[src/rtl/rvc_fetch_pkg.sv]
// rtl/rvc_fetch_pkg.sv - widths, compressed-opcode test and presentation select for the RVC fetch aligner
package rvc_fetch_pkg;

  localparam int RVC_HW_W = 16;
  localparam int ILEN     = 32;

  typedef enum logic [1:0] {SRC_NONE, SRC_SPILL, SRC_LO, SRC_HI} src_e;

  function automatic logic is_compressed(input logic [1:0] op);
    return op != 2'b11;
  endfunction

endpackage

[src/rtl/rvc_fetch_aligner.sv]
// rtl/rvc_fetch_aligner.sv - splits aligned 32-bit imem words into a 16/32-bit instruction stream
module rvc_fetch_aligner
  import rvc_fetch_pkg::*;
#(
  parameter logic [31:0] RESET_PC = 32'h0000_0000
) (
  input  logic            clk,
  input  logic            rst_n,
  input  logic            redirect_i,
  input  logic [31:0]     redirect_pc_i,
  output logic            imem_req_o,
  output logic [31:0]     imem_addr_o,
  input  logic            imem_rvalid_i,
  input  logic [31:0]     imem_rdata_i,
  output logic            instr_valid_o,
  input  logic            instr_ready_i,
  output logic [ILEN-1:0] instr_o,
  output logic [31:0]     instr_pc_o,
  output logic            instr_is_c_o
);

  logic [ILEN-1:0]     word_q;
  logic [31:0]         word_addr;
  logic                word_vld;
  logic                off_q;
  logic                load_off;
  logic [RVC_HW_W-1:0] spill_q;
  logic [31:0]         spill_pc;
  logic                spill_vld;
  logic [31:0]         fetch_addr;
  logic                pend;
  logic                drop;
  logic                started;

  src_e src;
  logic lo_c;
  logic hi_c;
  logic xfer;
  logic spill_move;
  logic word_done;
  logic rsp_load;
  logic unused_redirect_bit0;

  assign unused_redirect_bit0 = redirect_pc_i[0];

  assign lo_c = is_compressed(word_q[1:0]);
  assign hi_c = is_compressed(word_q[17:16]);

  always_comb begin
    src = SRC_NONE;
    if (word_vld) begin
      if (spill_vld)   src = SRC_SPILL;
      else if (!off_q) src = SRC_LO;
      else if (hi_c)   src = SRC_HI;
    end
  end

  // Upper half starts a 32-bit instruction: park it and fetch the next word.
  assign spill_move    = word_vld && !spill_vld && off_q && !hi_c;
  assign instr_valid_o = (src != SRC_NONE);
  assign xfer          = instr_valid_o && instr_ready_i;
  assign word_done     = spill_move || (xfer && ((src == SRC_HI) || ((src == SRC_LO) && !lo_c)));
  assign imem_req_o    = started && !pend && (!word_vld || word_done);
  assign imem_addr_o   = fetch_addr;
  assign rsp_load      = imem_rvalid_i && pend && !drop;

  always_comb begin
    instr_o      = '0;
    instr_pc_o   = '0;
    instr_is_c_o = 1'b0;
    case (src)
      SRC_SPILL: begin
        instr_o    = {word_q[15:0], spill_q};
        instr_pc_o = spill_pc;
      end
      SRC_LO: begin
        instr_o      = lo_c ? {16'h0, word_q[15:0]} : word_q;
        instr_pc_o   = word_addr;
        instr_is_c_o = lo_c;
      end
      SRC_HI: begin
        instr_o      = {16'h0, word_q[31:16]};
        instr_pc_o   = word_addr + 32'd2;
        instr_is_c_o = 1'b1;
      end
      default: ;
    endcase
  end

  always_ff @(posedge clk or negedge rst_n) begin
    if (!rst_n) begin
      word_q     <= '0;
      word_addr  <= '0;
      word_vld   <= 1'b0;
      off_q      <= 1'b0;
      load_off   <= RESET_PC[1];
      spill_q    <= '0;
      spill_pc   <= '0;
      spill_vld  <= 1'b0;
      fetch_addr <= {RESET_PC[31:2], 2'b00};
      pend       <= 1'b0;
      drop       <= 1'b0;
      started    <= 1'b0;
    end else begin
      started <= 1'b1;
      if (redirect_i) begin
        // A request leaving this cycle returns stale data next cycle.
        word_vld   <= 1'b0;
        spill_vld  <= 1'b0;
        pend       <= 1'b0;
        drop       <= imem_req_o || (pend && !imem_rvalid_i);
        fetch_addr <= {redirect_pc_i[31:2], 2'b00};
        load_off   <= redirect_pc_i[1];
      end else begin
        if (imem_req_o) begin
          fetch_addr <= fetch_addr + 32'd4;
          pend       <= 1'b1;
        end
        if (xfer) begin
          case (src)
            SRC_SPILL: begin
              spill_vld <= 1'b0;
              off_q     <= 1'b1;
            end
            SRC_LO: begin
              if (lo_c) off_q <= 1'b1;
              else      word_vld <= 1'b0;
            end
            SRC_HI:  word_vld <= 1'b0;
            default: ;
          endcase
        end
        if (spill_move) begin
          spill_q   <= word_q[31:16];
          spill_pc  <= word_addr + 32'd2;
          spill_vld <= 1'b1;
          word_vld  <= 1'b0;
        end
        if (imem_rvalid_i && drop) drop <= 1'b0;
        if (rsp_load) begin
          word_q    <= imem_rdata_i;
          word_addr <= fetch_addr - 32'd4;
          word_vld  <= 1'b1;
          off_q     <= load_off;
          load_off  <= 1'b0;
          pend      <= 1'b0;
        end
      end
    end
  end

endmodule
[config.mk]
export PLATFORM = sky130hd
export DESIGN_NAME = rvc_fetch_aligner
export DESIGN_NICKNAME = d
export VERILOG_FILES = /design/src/rtl/rvc_fetch_pkg.sv /design/src/rtl/rvc_fetch_aligner.sv
export SDC_FILE = /design/constraint.sdc
export NUM_CORES = 1
export LEC_CHECK = 0
export ABC_CLOCK_PERIOD_IN_PS = 2700
export CAP_MARGIN = 0
export CORE_ASPECT_RATIO = 1.75
export CORE_MARGIN = 1
export CORE_UTILIZATION = 45
export DETAILED_ROUTE_END_ITERATION = 10
export PLACE_DENSITY = 0.72
export SYNTH_ARGS = -nofsm -noshare
export SYNTH_HDL_FRONTEND = slang
export SYNTH_SLANG_ARGS = --single-unit
[constraint.sdc]
create_clock -name clk -period 2.7 [get_ports clk]
set_clock_uncertainty 0.05 [all_clocks]
set_input_delay 0.54 -clock clk [delete_from_list [all_inputs] [get_ports clk]]
set_output_delay 0.54 -clock clk [all_outputs]
set_load 0.1 [all_outputs]
==> metrics.txt <==
Vert. Die Dim around 170 um; Synth Area in Compound Gates approximately 16%; CP Max Fanout 17; worst-margin pin slew 0.5655 ns; ANT cells 0; Syn Area/Cell between 9 and 10 um2; initial antenna violation count 0; Peak VDD IR 0.4550 mV; sw frac between 30% and 40%; # H-tree levels 4; fin crit share 97.22%; total of max-cap violations 0; Initial DRC Count 470; simple-gate portion of the synthesized area between 15 and 20%; Worst Path Required 2.11 ns; RSZ-0062 raised after global routing yes; Total GRT Usage between 20% and 30%; root buffer cell clkbuf_16; min Tclk post-route around 2.6 ns; LEAKAGE slightly below 5 nW; crit end category primary output; DR vias between 6000 and 7000; Yosys warning count 0; layout net count about 1000; most frequent cells in the layout nand2_1, dfrtp_1, buf_12, clkdlybuf4s50_1, buf_4; sequential fraction of design power between 40% and 50%; share of cells above drive strength 1 between 20% and 30%; grt ovf 0; CTS tree done; drt drc 0; Setup TNS 0 ns; DR pass1 iterations 6; full die area about 18000 um2; sequential area share after synthesis between 40% and 50%; P per Cell Area between 600 and 700 nW/um2; Switching Power 2.787 mW; synth top area cells dfrtp_1, nand2_1, a22o_1; final WL between 20000 and 25000 um; routability congestion estimate from global placement a little under 0.9; Mapped Area 7640 um2; post-DP HPWL 15310 um; Slew Limit Fails 0; Hold Path Class primary input to asynchronous set/reset pin; Synth-to-Final Area Change 42.01%; Max Buffers Root-to-Sink 2; FF+latch count, synth 146; outcome completed; first-pass GRT wire length 34910 um; Post-synth EDFFs 0; Port Buffers 163; vias in the first global route between 6000 and 7000; Main synth FF type dfrtp_1; placed cells between 1000 and 1500; ys async rst share 100.0%; Slew Limit Headroom ~61%; WS Path Type flip-flop to primary output; Vias/cell approximately 5.6; most common cell after layout, fill and taps aside nand2_1; post-synthesis mux area share between 7 and 8%; main combinational cell family by area after synthesis simple AND/OR/NAND/NOR gates; cts bufs inserted 17; Synth cell types 67; final hold slack 0.06093 ns; Final Non-Filler Cells 1184; CP Data Arrival Time a little over 2 ns; Initial Util a little under half; IO Count 168; clock share of power 29.8%; largest net degree at the start of global routing 62; clk slew on worst S/H paths approximately 0.060 ns; internal power 4.647 mW; Adder-Cell Fraction of Synth Area 0.3275%; Yosys top cell by area dfrtp_1; # rows a little over 60; Syn Inst Count slightly below 800; f_max ~380 MHz; Comb pwr share 27.9%; ANT nets after route 0; top cell type's share of synthesized area approximately 48%; chip width ~100 um; final setup violation count 0; core outline area 16520 um2; Avg WL per Cell ~18 um; Clock Latency Late Sink between 0.4 and 0.5 ns; CTS Hold Bufs 0; XOR/XNOR Fraction of Synth Area under 10%; Startpoint Class flip-flop; clk sink count ~150; Final Hold Vio Count 0
worst max-delay path: stages (launching register included):
cell and delay, ns:
dfrtp_1 0.40, a21boi_4 0.15, and2_4 0.17, buf_12 0.15, a222oi_1 0.37, inv_1 0.17
buf_12 0.20
synthesized netlist by cell type, drive strengths merged (10+ instances only):
library cell,number
buf,11
or2,12
nor4,10
dfrtp,146
nor2,22
xor2,12
nand3,21
nand2,159
mux2,48
clkbuf,62
xnor2,33
a2111oi,11
o21ai,49
inv,23
nand4,10
a22o,46
nor3,14
a222oi,16
worst paths after layout:
check                          startpoint        endpoint  slack (ns)  cells past startpoint
setup / recovery                    off_q      instr_o[0]        0.07                      6
hold / removal                      rst_n  imem_addr_o[4]        0.06                      1
setup reg to reg           imem_addr_o[3]   word_addr[30]        0.29                      7
hold reg to reg                spill_q[0]      spill_q[0]        0.42                      1
max in group asynchronous           rst_n      word_q[13]        1.72                      2
min in group clk               redirect_i        word_vld        0.41                      2
cells by family after synthesis:
group / count (synthesis)
AO/OA/AOI/OAI: 160
XOR/XNOR: 45
adder cells (fa/ha/maj): 2
buffers and inverters: 97
flip-flops: 146
multiplexers: 50
other: 2
AND/OR/NAND/NOR: 293
flip-flops by register name (all words and copies together) (netlist names):
name,cells
spill_q,16
off_q,1
pend,1
imem_addr_o,30
word_addr,30
spill_vld,1
word_q,32
load_off,1
word_vld,1
started,1
drop,1
spill_pc,31
metrics by stage:
step                      util [%]  worst slack [ns]  total power [mW]  area, um2
after floorplan                  -           -0.1573             4.429       7684
after global placement       61.84            0.2046             5.123      10220
after detailed placement     61.84            0.1666             5.192      10220
after CTS                    65.32           0.02885             7.459      10790
after global routing         65.66          -0.01912             7.814      10850
final                        65.66           0.07493             7.434      10850
layout make-up:
class | count | area (um2)
flip-flops and latches | 146 | 3674
well taps | 224 | 280.3
fillers | 1317 | 5674
inverters | 24 | 92.59
repair buffers | 204 | 2591
multi-input cells | 554 | 3662
clock buffers | 18 | 429.2
clock inverters | 14 | 120.1
per-layer routing:
metal / share of wire [%] / track usage, %
met3: 5.6 / 4.624
met2: 54 / 45.72
met1: 37 / 29.35
met4: 4.3 / 13.35
met5: 0 / 0
timing repair:
item | in CTS | in global routing
gates resized for setup | 2 | 12
setup endpoints to repair | 2 | 13
setup buffers | 3 | 1
pin swaps | 1 | 1
power by group through the flow:
stage          clock network (mW)  logic, mW  registers (mW)
2_1_floorplan                   0       1.09            3.34
3_3_place_gp                    0       1.99            3.13
3_5_place_dp                    0       2.03            3.16
4_1_cts                      2.27       2.07            3.12
5_1_grt                      2.36       2.24            3.22
6_report                     2.21       2.08            3.15
Note: power is estimated with default switching activity, not from simulation.
